===== config.mk =====
export PLATFORM = sky130hd
export DESIGN_NAME = bip_ctrl_pipe
export DESIGN_NICKNAME = d
export VERILOG_FILES = /design/src/rtl/bip_ctrl_pipe.sv
export SDC_FILE = /design/constraint.sdc
export NUM_CORES = 1
export LEC_CHECK = 0
export CELL_PAD_IN_SITES_DETAIL_PLACEMENT = 0
export CELL_PAD_IN_SITES_GLOBAL_PLACEMENT = 1
export CORE_UTILIZATION = 30
export DETAILED_ROUTE_END_ITERATION = 6
export PLACE_DENSITY_LB_ADDON = 0.1
export REMOVE_ABC_BUFFERS = 1
export SYNTH_ARGS = -nofsm -noshare
export SYNTH_HDL_FRONTEND = slang
export SYNTH_SLANG_ARGS = --single-unit

===== constraint.sdc =====
create_clock -name clock -period 1.8 [get_ports clock]
set_input_delay 0.45 -clock clock [delete_from_list [all_inputs] [get_ports clock]]
set_output_delay 0.45 -clock clock [all_outputs]
set_load 0.05 [all_outputs]

===== src/rtl/bip_ctrl_pipe.sv =====
// BIP control unit: program counter, registered IR with valid bit, opcode decode,
// absolute branches with one-slot flush and sticky HALT. Optional macro: BIP_CTRL_CYCLE_COUNT_EN.
module bip_ctrl_pipe #(
  parameter int PC_WIDTH     = 11,
  parameter int INSTR_WIDTH  = 16,
  parameter int OPCODE_WIDTH = 5
) (
  input  logic                                  clock,
  input  logic                                  reset,
  input  logic [INSTR_WIDTH-1:0]                instruction,
  input  logic                                  acc_zero,
  output logic [PC_WIDTH-1:0]                   pc,
  output logic [INSTR_WIDTH-OPCODE_WIDTH-1:0]   operand,
  output logic [1:0]                            sel_a,
  output logic                                  sel_b,
  output logic                                  op,
  output logic                                  wr_acc,
  output logic                                  wr_ram,
  output logic                                  rd_ram,
`ifdef BIP_CTRL_CYCLE_COUNT_EN
  output logic [31:0]                           cycle_count,
`endif
  output logic                                  halted
);

  localparam int OPERAND_WIDTH = INSTR_WIDTH - OPCODE_WIDTH;

  localparam logic [OPCODE_WIDTH-1:0] OP_HLT  = OPCODE_WIDTH'(0);
  localparam logic [OPCODE_WIDTH-1:0] OP_STO  = OPCODE_WIDTH'(1);
  localparam logic [OPCODE_WIDTH-1:0] OP_LD   = OPCODE_WIDTH'(2);
  localparam logic [OPCODE_WIDTH-1:0] OP_LDI  = OPCODE_WIDTH'(3);
  localparam logic [OPCODE_WIDTH-1:0] OP_ADD  = OPCODE_WIDTH'(4);
  localparam logic [OPCODE_WIDTH-1:0] OP_ADDI = OPCODE_WIDTH'(5);
  localparam logic [OPCODE_WIDTH-1:0] OP_SUB  = OPCODE_WIDTH'(6);
  localparam logic [OPCODE_WIDTH-1:0] OP_SUBI = OPCODE_WIDTH'(7);
  localparam logic [OPCODE_WIDTH-1:0] OP_BEQ  = OPCODE_WIDTH'(8);
  localparam logic [OPCODE_WIDTH-1:0] OP_BNE  = OPCODE_WIDTH'(9);
  localparam logic [OPCODE_WIDTH-1:0] OP_JMP  = OPCODE_WIDTH'(10);

  typedef enum logic {ST_RUN, ST_HALT} state_t;

  state_t                   state_q, state_d;
  logic [PC_WIDTH-1:0]      pc_q;
  logic [INSTR_WIDTH-1:0]   ir_q;
  logic                     ir_valid_q;
  logic                     active, taken, halt_now, advance;
  logic [OPCODE_WIDTH-1:0]  opcode;
  logic [OPERAND_WIDTH-1:0] ir_operand;

  assign opcode     = ir_q[INSTR_WIDTH-1 -: OPCODE_WIDTH];
  assign ir_operand = ir_q[OPERAND_WIDTH-1:0];
  assign pc         = pc_q;

  always_ff @(posedge clock or posedge reset) begin
    if (reset) state_q <= ST_RUN;
    else       state_q <= state_d;
  end

  // Decode only a valid IR while running; anything else behaves as a NOP.
  always_comb begin
    state_d  = state_q;
    operand  = '0;
    sel_a    = 2'd0;
    sel_b    = 1'b0;
    op       = 1'b0;
    wr_acc   = 1'b0;
    wr_ram   = 1'b0;
    rd_ram   = 1'b0;
    taken    = 1'b0;
    halt_now = 1'b0;
    active   = ir_valid_q && (state_q == ST_RUN);
    if (active) begin
      operand = ir_operand;
      case (opcode)
        OP_HLT:  begin halt_now = 1'b1; state_d = ST_HALT; end
        OP_STO:  wr_ram = 1'b1;
        OP_LD:   begin rd_ram = 1'b1; wr_acc = 1'b1; sel_a = 2'd0; end
        OP_LDI:  begin wr_acc = 1'b1; sel_a = 2'd1; end
        OP_ADD:  begin rd_ram = 1'b1; wr_acc = 1'b1; sel_a = 2'd2; end
        OP_ADDI: begin wr_acc = 1'b1; sel_a = 2'd2; sel_b = 1'b1; end
        OP_SUB:  begin rd_ram = 1'b1; wr_acc = 1'b1; sel_a = 2'd2; op = 1'b1; end
        OP_SUBI: begin wr_acc = 1'b1; sel_a = 2'd2; sel_b = 1'b1; op = 1'b1; end
        OP_BEQ:  taken = acc_zero;
        OP_BNE:  taken = !acc_zero;
        OP_JMP:  taken = 1'b1;
        default: ;
      endcase
    end
    halted  = (state_q == ST_HALT) || halt_now;
    advance = (state_q == ST_RUN) && !halt_now;
  end

  // A taken branch redirects pc and invalidates the word fetched behind it.
  always_ff @(posedge clock or posedge reset) begin
    if (reset) begin
      pc_q       <= '0;
      ir_q       <= '0;
      ir_valid_q <= 1'b0;
    end else if (advance) begin
      ir_q       <= instruction;
      ir_valid_q <= !taken;
      pc_q       <= taken ? PC_WIDTH'(ir_operand) : pc_q + PC_WIDTH'(1);
    end
  end

`ifdef BIP_CTRL_CYCLE_COUNT_EN
  // Counts only advancing edges, so the edge that enters HALT is not counted.
  always_ff @(posedge clock or posedge reset) begin
    if (reset)        cycle_count <= 32'd0;
    else if (advance) cycle_count <= cycle_count + 32'd1;
  end
`endif

endmodule

Word-level counts from Yosys, hierarchy flattened
Index checks and enable logic that the tools add are counted.
{ "totals": {"reg_bits": 29, "latchBits": 0, "ram_bits": 0, "rom_bits": 0, "output_inout_bits": 30, "elab_cells": 47, "n_memories": 0} }
{ "classes": {"addsub": 1, "mul": 0, "div": 0, "magnitude_cmp": 0, "n_eq_ne": 10, "n_shift": 0, "muxes": 18, "bitwise_logic": 1, "n_reduce_logical": 13} }
{ "op_table": {"columns": ["op", "n"], "rows": [
  ["$mux 11", 2],
  ["$eq 5x3->1 const B", 4],
  ["$eq 5x4->1 const B", 3],
  ["$mux 1", 13],
  ["$add 11x1->11 const B", 1],
  ["$eq 5x2->1 const B", 2],
  ["$reduce_or 6->1", 1],
  ["$eq 5x1->1 const B", 1],
  ["$logic_not 5->1", 1],
  ["$pmux 2 s2", 1],
  ["$reduce_or 2->1", 2],
  ["$reduce_or 4->1", 1],
  ["$logic_not 1->1", 3],
  ["$pmux 1 s3", 1],
  ["$reduce_or 3->1", 1],
  ["$logic_and 1x1->1", 2],
  ["$mux 2", 1],
  ["$reduce_and 2->1", 1],
  ["$logic_or 1x1->1", 1],
  ["$not 1->1", 1]
]} }

Depth between registers and ports, before layout
Gate-level depths: netlist of run 1.
{ "depth": {"word_depth": 5, "depth_mapped": 6} }

Worst setup path after synthesis of run 1
OpenSTA, ideal clock, no wires.
{ "synth_timing": {"path_type": "flip-flop to output port", "startpoint": "register state_q", "endpoint": "output sel_a[0]", "arrival_ns": 2.064, "t_required_ns": 1.350, "slack_ns": -0.714, "path_stages_with_launch": 5, "n_path_buf": 0, "path_cell_list": "dfrtp_1 > and2b_1 > and2_1 > nand2_1 > nor3b_1"} }
{ "synth_between": {"elab_chain_len": 3} }
{ "synth_rtl": {"columns": ["item", "line_no", "rtl"], "rows": [
  ["start: declaration", "42", "state_t state_q, state_d;"],
  ["start signal: assignment", "56", "else state_q <= state_d;"],
  ["$not 1->1", "71", "active = ir_valid_q && (state_q == ST_RUN);"],
  ["$logic_and 1x1->1", "71", null],
  ["$mux 2", "72", "if (active) begin"],
  ["end: declaration", "14", "output logic [1:0] sel_a,"]
]} }
Every way passes these cells.

Final worst setup path of run 1
{ "layout_timing": {"startpoint": "register state_q", "endpoint": "output op"} }
{ "layout_between": {"elab_chain_len": 3} }
{ "layout_rtl": {"columns": ["item", "line_no", "rtl"], "rows": [
  ["$not 1->1", "71", null],
  ["$logic_and 1x1->1", "71", null],
  ["$mux 1", "72", null],
  ["end: declaration", "16", "output logic op,"]
]} }
Every way passes these cells.

==> impl_metrics.ini, run 1 <==
[global_route]
antenna_found_initial = 0
grt_use_total_pct = 18.16
grt_max_degree = 30
grt_pass1_vias = 1547
grt_pass1_wl_microns = 7369
grt_remaining_overflow = 0

[detailed_routing]
wl_per_cell_microns = 14.20
postRouteAntennaNets = 0
drtIter0Drc = 71
routed_wl_microns = 4474
vias = 1516
avgViaCountPerCell = 4.813
drtPass1Iterations = 4
drc = 0

[sta]
timing.final.crit_share_pct = 109.8
setup_violations = 18
slew_violations = 0
slew_headroom_pct = 73.72
final_hold_viol_count = 0
max_freq_mhz = 506.0
post-route-min-period_ns = 1.976
worst_hold_slack_ns = 0.5083
tightest_slew_ns = 0.3943
tns_ns = -1.664
finalClockSkew_ns = 0.003537
setup_ws_ns = -0.1764
grt_setup_unrepaired = yes

[clock_tree]
clk_path_buf_depth = 2
root_buffer = clkbuf_8
clk_pin_slew_ns = 0.06
cts_buffers = 5
htreeDepth = 2
clk_latency_ns = 0.28
cts.sinks = 29
tritoncts = built

[worst_setup_path]
slowest_stage = dfrtp_1
cp-start-kind = register
endpoint_kind = output pin
slowest_delay_ns = 0.38
cp_top_family = simple AND/OR/NAND/NOR gates
worstPathArrival_ns = 1.53
cp.required_ns = 1.35
cp_max_fo = 3
cp_num_buf_inv = 2
crit_chain = and2b_1, buf_4, and3_1, and2_4, buf_12
crit_type = reg2out

[floorplanning]
start_util_pct = 32.13
die_h_microns = 74.06
coreArea_sq_mm = 0.004848
die_area_sq_mm = 0.005485
ioPinCount = 49
fp.dieW_microns = 74.06
row_count = 25

[worst_hold_path]
hp-class = reg2reg

[power_and_ir_drop]
peakVddDrop_mv = 0.8135
leakage_nw = 1.236
total_power_w = 0.004410
powerDensity_mw_per_mm2 = 1671

[placement]
dp_worst_setup_slack_ns = -0.1803
place_congestion = 0.7719
hpwl_microns = 3112
port_buffers = 48

[synthesis]
synth_seq_cells = 29
synth_area_leader_cell = dfrtp_1
synth_most_common_cell = nand2_1
synth_area_sq_mm = 0.001558
yosysTopAreaCellShare_pct = 46.59
ys.flop_type = dfrtp_1
synth_commonest_cells = 60 x nand2_1, 29 x dfrtp_1, 13 x and2_1
ys_warn_count = 0
synth_edf_count = 0
syn_inst = 180
synthArstFlopShare_pct = 100.0
ys_top_cells_by_area = dfrtp_1 47%, nand2_1 14%, and2_1 5.2%
ys_types = 35
seq_area_frac_synth_pct = 46.59
syn_avg_cell_area_sq_um = 8.654

[job]
maxCapViolations = 0

[layout]
n_antenna_cell = 0
fin_nets = 268
area_delta_synth_final_pct = 69.48
drive_above_1_share_pct = 35.48

[status]
status = finished with violations
violations = setup timing
-- report_power, final --
| part | switching (W) | total, W | internal, W |
|---|---|---|---|
| Sequential | 0.000321 | 0.00130 | 0.000977 |
| Clock | 0.000233 | 0.000536 | 0.000303 |
| Combinational | 0.00146 | 0.00258 | 0.00112 |
-- sequential cells by signal (all words and copies together) (netlist names) --
| signal | flops |
|---|---|
| state_q | 1 |
| ir_q | 16 |
| ir_valid_q | 1 |
| pc | 11 |
-- path summary, 6_finish.rpt --
kind	startpoint	endpoint	slack, ns	cells after the start
worst max-delay path	state_q	op	-0.18	5
worst min-delay path	ir_q[0]	ir_q[0]	0.51	2
worst max register to register	ir_valid_q	pc[9]	0.14	8
worst min register to register	ir_q[0]	ir_q[0]	0.51	2
max in group asynchronous	reset	ir_q[12]	0.94	3
min in group asynchronous	reset	ir_q[1]	0.55	3
-- cells by family (layout without fill, tap and decap cells) --
family          count (synthesis)  in the layout  synth area share [%]
simple gates                  104            104                 33.01
flops                          29             29                 46.59
compound gates                 23             23                 9.959
buf+inv                        16             84                 5.139
mux                             7              7                 4.498
fa+ha+maj                       1              1                0.8031
-- per-layer routing --
layer  track usage (%)  share of wire [%]  vias up
li1                  -                  -      745
met1             22.35                 46      716
met2             30.40                 47       50
met3             5.014                5.7        5
met4             6.624                1.1        0
met5                 0                  0        -
-- worst reg2reg max path, stage by stage (launching register included) --
cell and delay [ns]:
dfrtp_1 0.37, buf_4 0.13, nor2b_1 0.13, a31oi_2 0.18, inv_2 0.10, buf_4 0.17
buf_4 0.18, a21oi_1 0.13, a2bb2oi_1 0.19
-- metrics by stage --
| step | instance area [sq um] | cells | utilization, % |
|---|---|---|---|
| after CTS | 2620 | 314 | 54.04 |
| after global placement | 2439 | 304 | 50.30 |
| final | 2640 | 315 | 54.45 |
| after floorplan | 1500 | 170 | - |
| after detailed placement | 2439 | 304 | 50.30 |
| after global routing | 2640 | 315 | 54.45 |
-- final cells by class --
cell class,count,area (sq um)
clock buffers,7,86.33
fillers,447,2208
flip-flops and latches,29,726.9
repair buffers,71,885.9
inverters,6,22.52
well taps,67,83.83
multi-input cells,135,834.6
-- placed cells by master, fill, tap and decap left out, drive strengths merged, types with 2 or more instances in the layout --
| cell type | instances |
|---|---|
| nand4 | 5 |
| a22oi | 3 |
| a21oi | 5 |
| buf | 53 |
| and3 | 3 |
| clkdlybuf4s50 | 18 |
| clkbuf | 7 |
| o21ai | 5 |
| and4 | 3 |
| nor3 | 3 |
| nor3b | 2 |
| a2bb2oi | 4 |
| mux2i | 7 |
| inv | 6 |
| nand3 | 6 |
| a31oi | 2 |
| nand2 | 60 |
| and2 | 13 |
| nor2 | 5 |
| dfrtp | 29 |
-- what timing repair did --
action,CTS,global route
resized for setup,25,3
buffers inserted,3,1
hold buffers,0,0
pin swaps,1,1
endpoints found under the setup margin,17,19
Power figures use the tool's default switching activity.
==> run 2, diff against run 1 <==
- clock period: 1.8 -> 1.68 ns (I/O delays scaled with it)
==> run 2 against run 1 <==
- the run still ends with setup timing left
- hold slack got worse by 0.0086 ns
- combinational power is 18% higher
- global-route usage increased by 0.055 points
- clock power increased by 6.9%
- worst setup slack worse by 0.067 ns
- clock skew up 0.0016 ns
- via count fell by 0.20%
- sequential share of layout area fell by 1.1 points
- first-iteration DRC count is 39% lower
- die area unchanged
==> impl_metrics.ini, run 2 (synthesis gave the netlist of run 1 again) <==
[sta]
setup_ws_ns = -0.2430
timing.final.crit_share_pct = 114.5
slew_violations = 0
tightest_slew_ns = 0.3949
post-route-min-period_ns = 1.923
finalClockSkew_ns = 0.005156
grt_setup_unrepaired = yes
final_hold_viol_count = 0
slew_headroom_pct = 73.67
setup_violations = 19
max_freq_mhz = 520.0
tns_ns = -3.080

[worst_setup_path]
slowest_stage = dfrtp_1
crit_type = reg2out
critPathCapture = sel_a[0]
slowest_delay_ns = 0.37
cp-start-kind = register
cp_num_buf_inv = 2
endpoint_kind = output pin
cp-startpoint = state_q
path_depth = 6
reg2reg_depth = 7
rr_endpoint = pc[10]
worstPathArrival_ns = 1.50
r2r_start = ir_valid_q
cp_max_fo = 4
cp_top_family = simple AND/OR/NAND/NOR gates
rrSetupSlack_ns = 0.04
cp.required_ns = 1.26
crit_chain = and2b_2, and2_4, nand2_4, nor3b_2, buf_4, buf_12

[floorplanning]
start_util_pct = 32.13
coreArea_sq_mm = 0.004848
fp.dieW_microns = 74.06
die_h_microns = 74.06
ioPinCount = 49
row_count = 25
die_area_sq_mm = 0.005485

[global_route]
grt_max_degree = 30
grt_remaining_overflow = 0
grt_use_total_pct = 18.22
grt_pass1_wl_microns = 7452
antenna_found_initial = 0
grt_pass1_vias = 1520

[layout]
multi_input_area_sq_um = 830.8
fillers = 423
seq_area_sq_um = 728.2
regMostFlops = ir_q
n_antenna_cell = 0
layout_commonest_cell = nand2_1
fin_nets = 271
final_cell_mix = 58 x nand2_1, 30 x buf_12, 27 x dfrtp_1
drive_above_1_share_pct = 33.86
largest_register_ffs = 16
area_delta_synth_final_pct = 76.55

[clock_tree]
cts_hold_buf = 0
clk_path_buf_depth = 2
tritoncts = built
htreeDepth = 2
clk_latency_ns = 0.27
cts_buffers = 5
root_buffer = clkbuf_8
cts.sinks = 29
clk_pin_slew_ns = 0.06

[power_and_ir_drop]
powerDensity_mw_per_mm2 = 1820
leakage_nw = 1.278
peakVddDrop_mv = 0.8747

[detailed_routing]
wl_per_cell_microns = 14.23
avgViaCountPerCell = 4.758
drtIter0Drc = 43
vias = 1513
drc = 0
postRouteAntennaNets = 0
drtPass1Iterations = 4
routed_wl_microns = 4526

[status]
status = finished with violations
violations = setup timing

[worst_hold_path]
hp-class = reg2reg

[placement]
dp_worst_setup_slack_ns = -0.2650
port_buffers = 48
hpwl_microns = 3114
place_congestion = 0.7885

[job]
maxCapViolations = 0
==> run 2: layer usage <==
layer	vias up	global-route usage, %	part of all wire (%)
met4	0	5.556	0.71
met5	-	0	0
met1	720	23.38	46
met3	4	4.743	4.6
met2	40	30.10	49
li1	749	-	-
==> run 2: how the worst min path moves through the flow <==
stage               startpoint    endpoint  slack (ns)  cells after the start
floorplan           ir_valid_q  ir_valid_q        0.45                      2
global placement    ir_valid_q  ir_valid_q        0.48                      2
detailed placement    ir_q[14]    ir_q[14]        0.48                      2
CTS                    ir_q[4]     ir_q[4]        0.51                      2
global route           ir_q[3]     ir_q[3]        0.53                      2
finish                 ir_q[4]     ir_q[4]        0.50                      2
==> run 2: where the power goes <==
part           total (W)  switching, W  internal [W]
combinational    0.00304       0.00163       0.00141
clock           0.000573      0.000249      0.000324
sequential       0.00139      0.000344       0.00105
==> run 2: area by class of cell <==
cell class | instances | share of cell area, %
clock buffer | 7 | 3.139
tap | 67 | 3.048
multi-input combinational | 135 | 30.21
inverter | 6 | 0.8189
timing repair buffer | 74 | 36.31
sequential | 29 | 26.48
==> run 2: timing repair <==
action / CTS / global route
pin swaps: 3 / 2
endpoints found under the setup margin: 19 / 30
setup buffers: 3 / 1
resized for setup: 20 / 8
==> run 2: tightest hold or removal path, delay by kind of cell, from the launching register on <==
| kind | cells | cell delay (ns) |
|---|---|---|
| flops | 1 | 0.36 |
| simple gates | 2 | 0.11 |
==> run 2: through the flow <==
stage | hold WS (ns) | util, % | instances | instance area, sq um | total power, W
detailed placement | 0.4848 | 52.31 | 307 | 2536 | 0.004220
CTS | 0.5060 | 55.92 | 317 | 2711 | 0.004980
global placement | 0.4791 | 52.31 | 307 | 2536 | 0.004171
floorplan | 0.4550 | - | 170 | 1500 | 0.002722
finish | 0.4997 | 56.72 | 318 | 2750 | 0.005005
global route | 0.5274 | 56.72 | 318 | 2750 | 0.005322
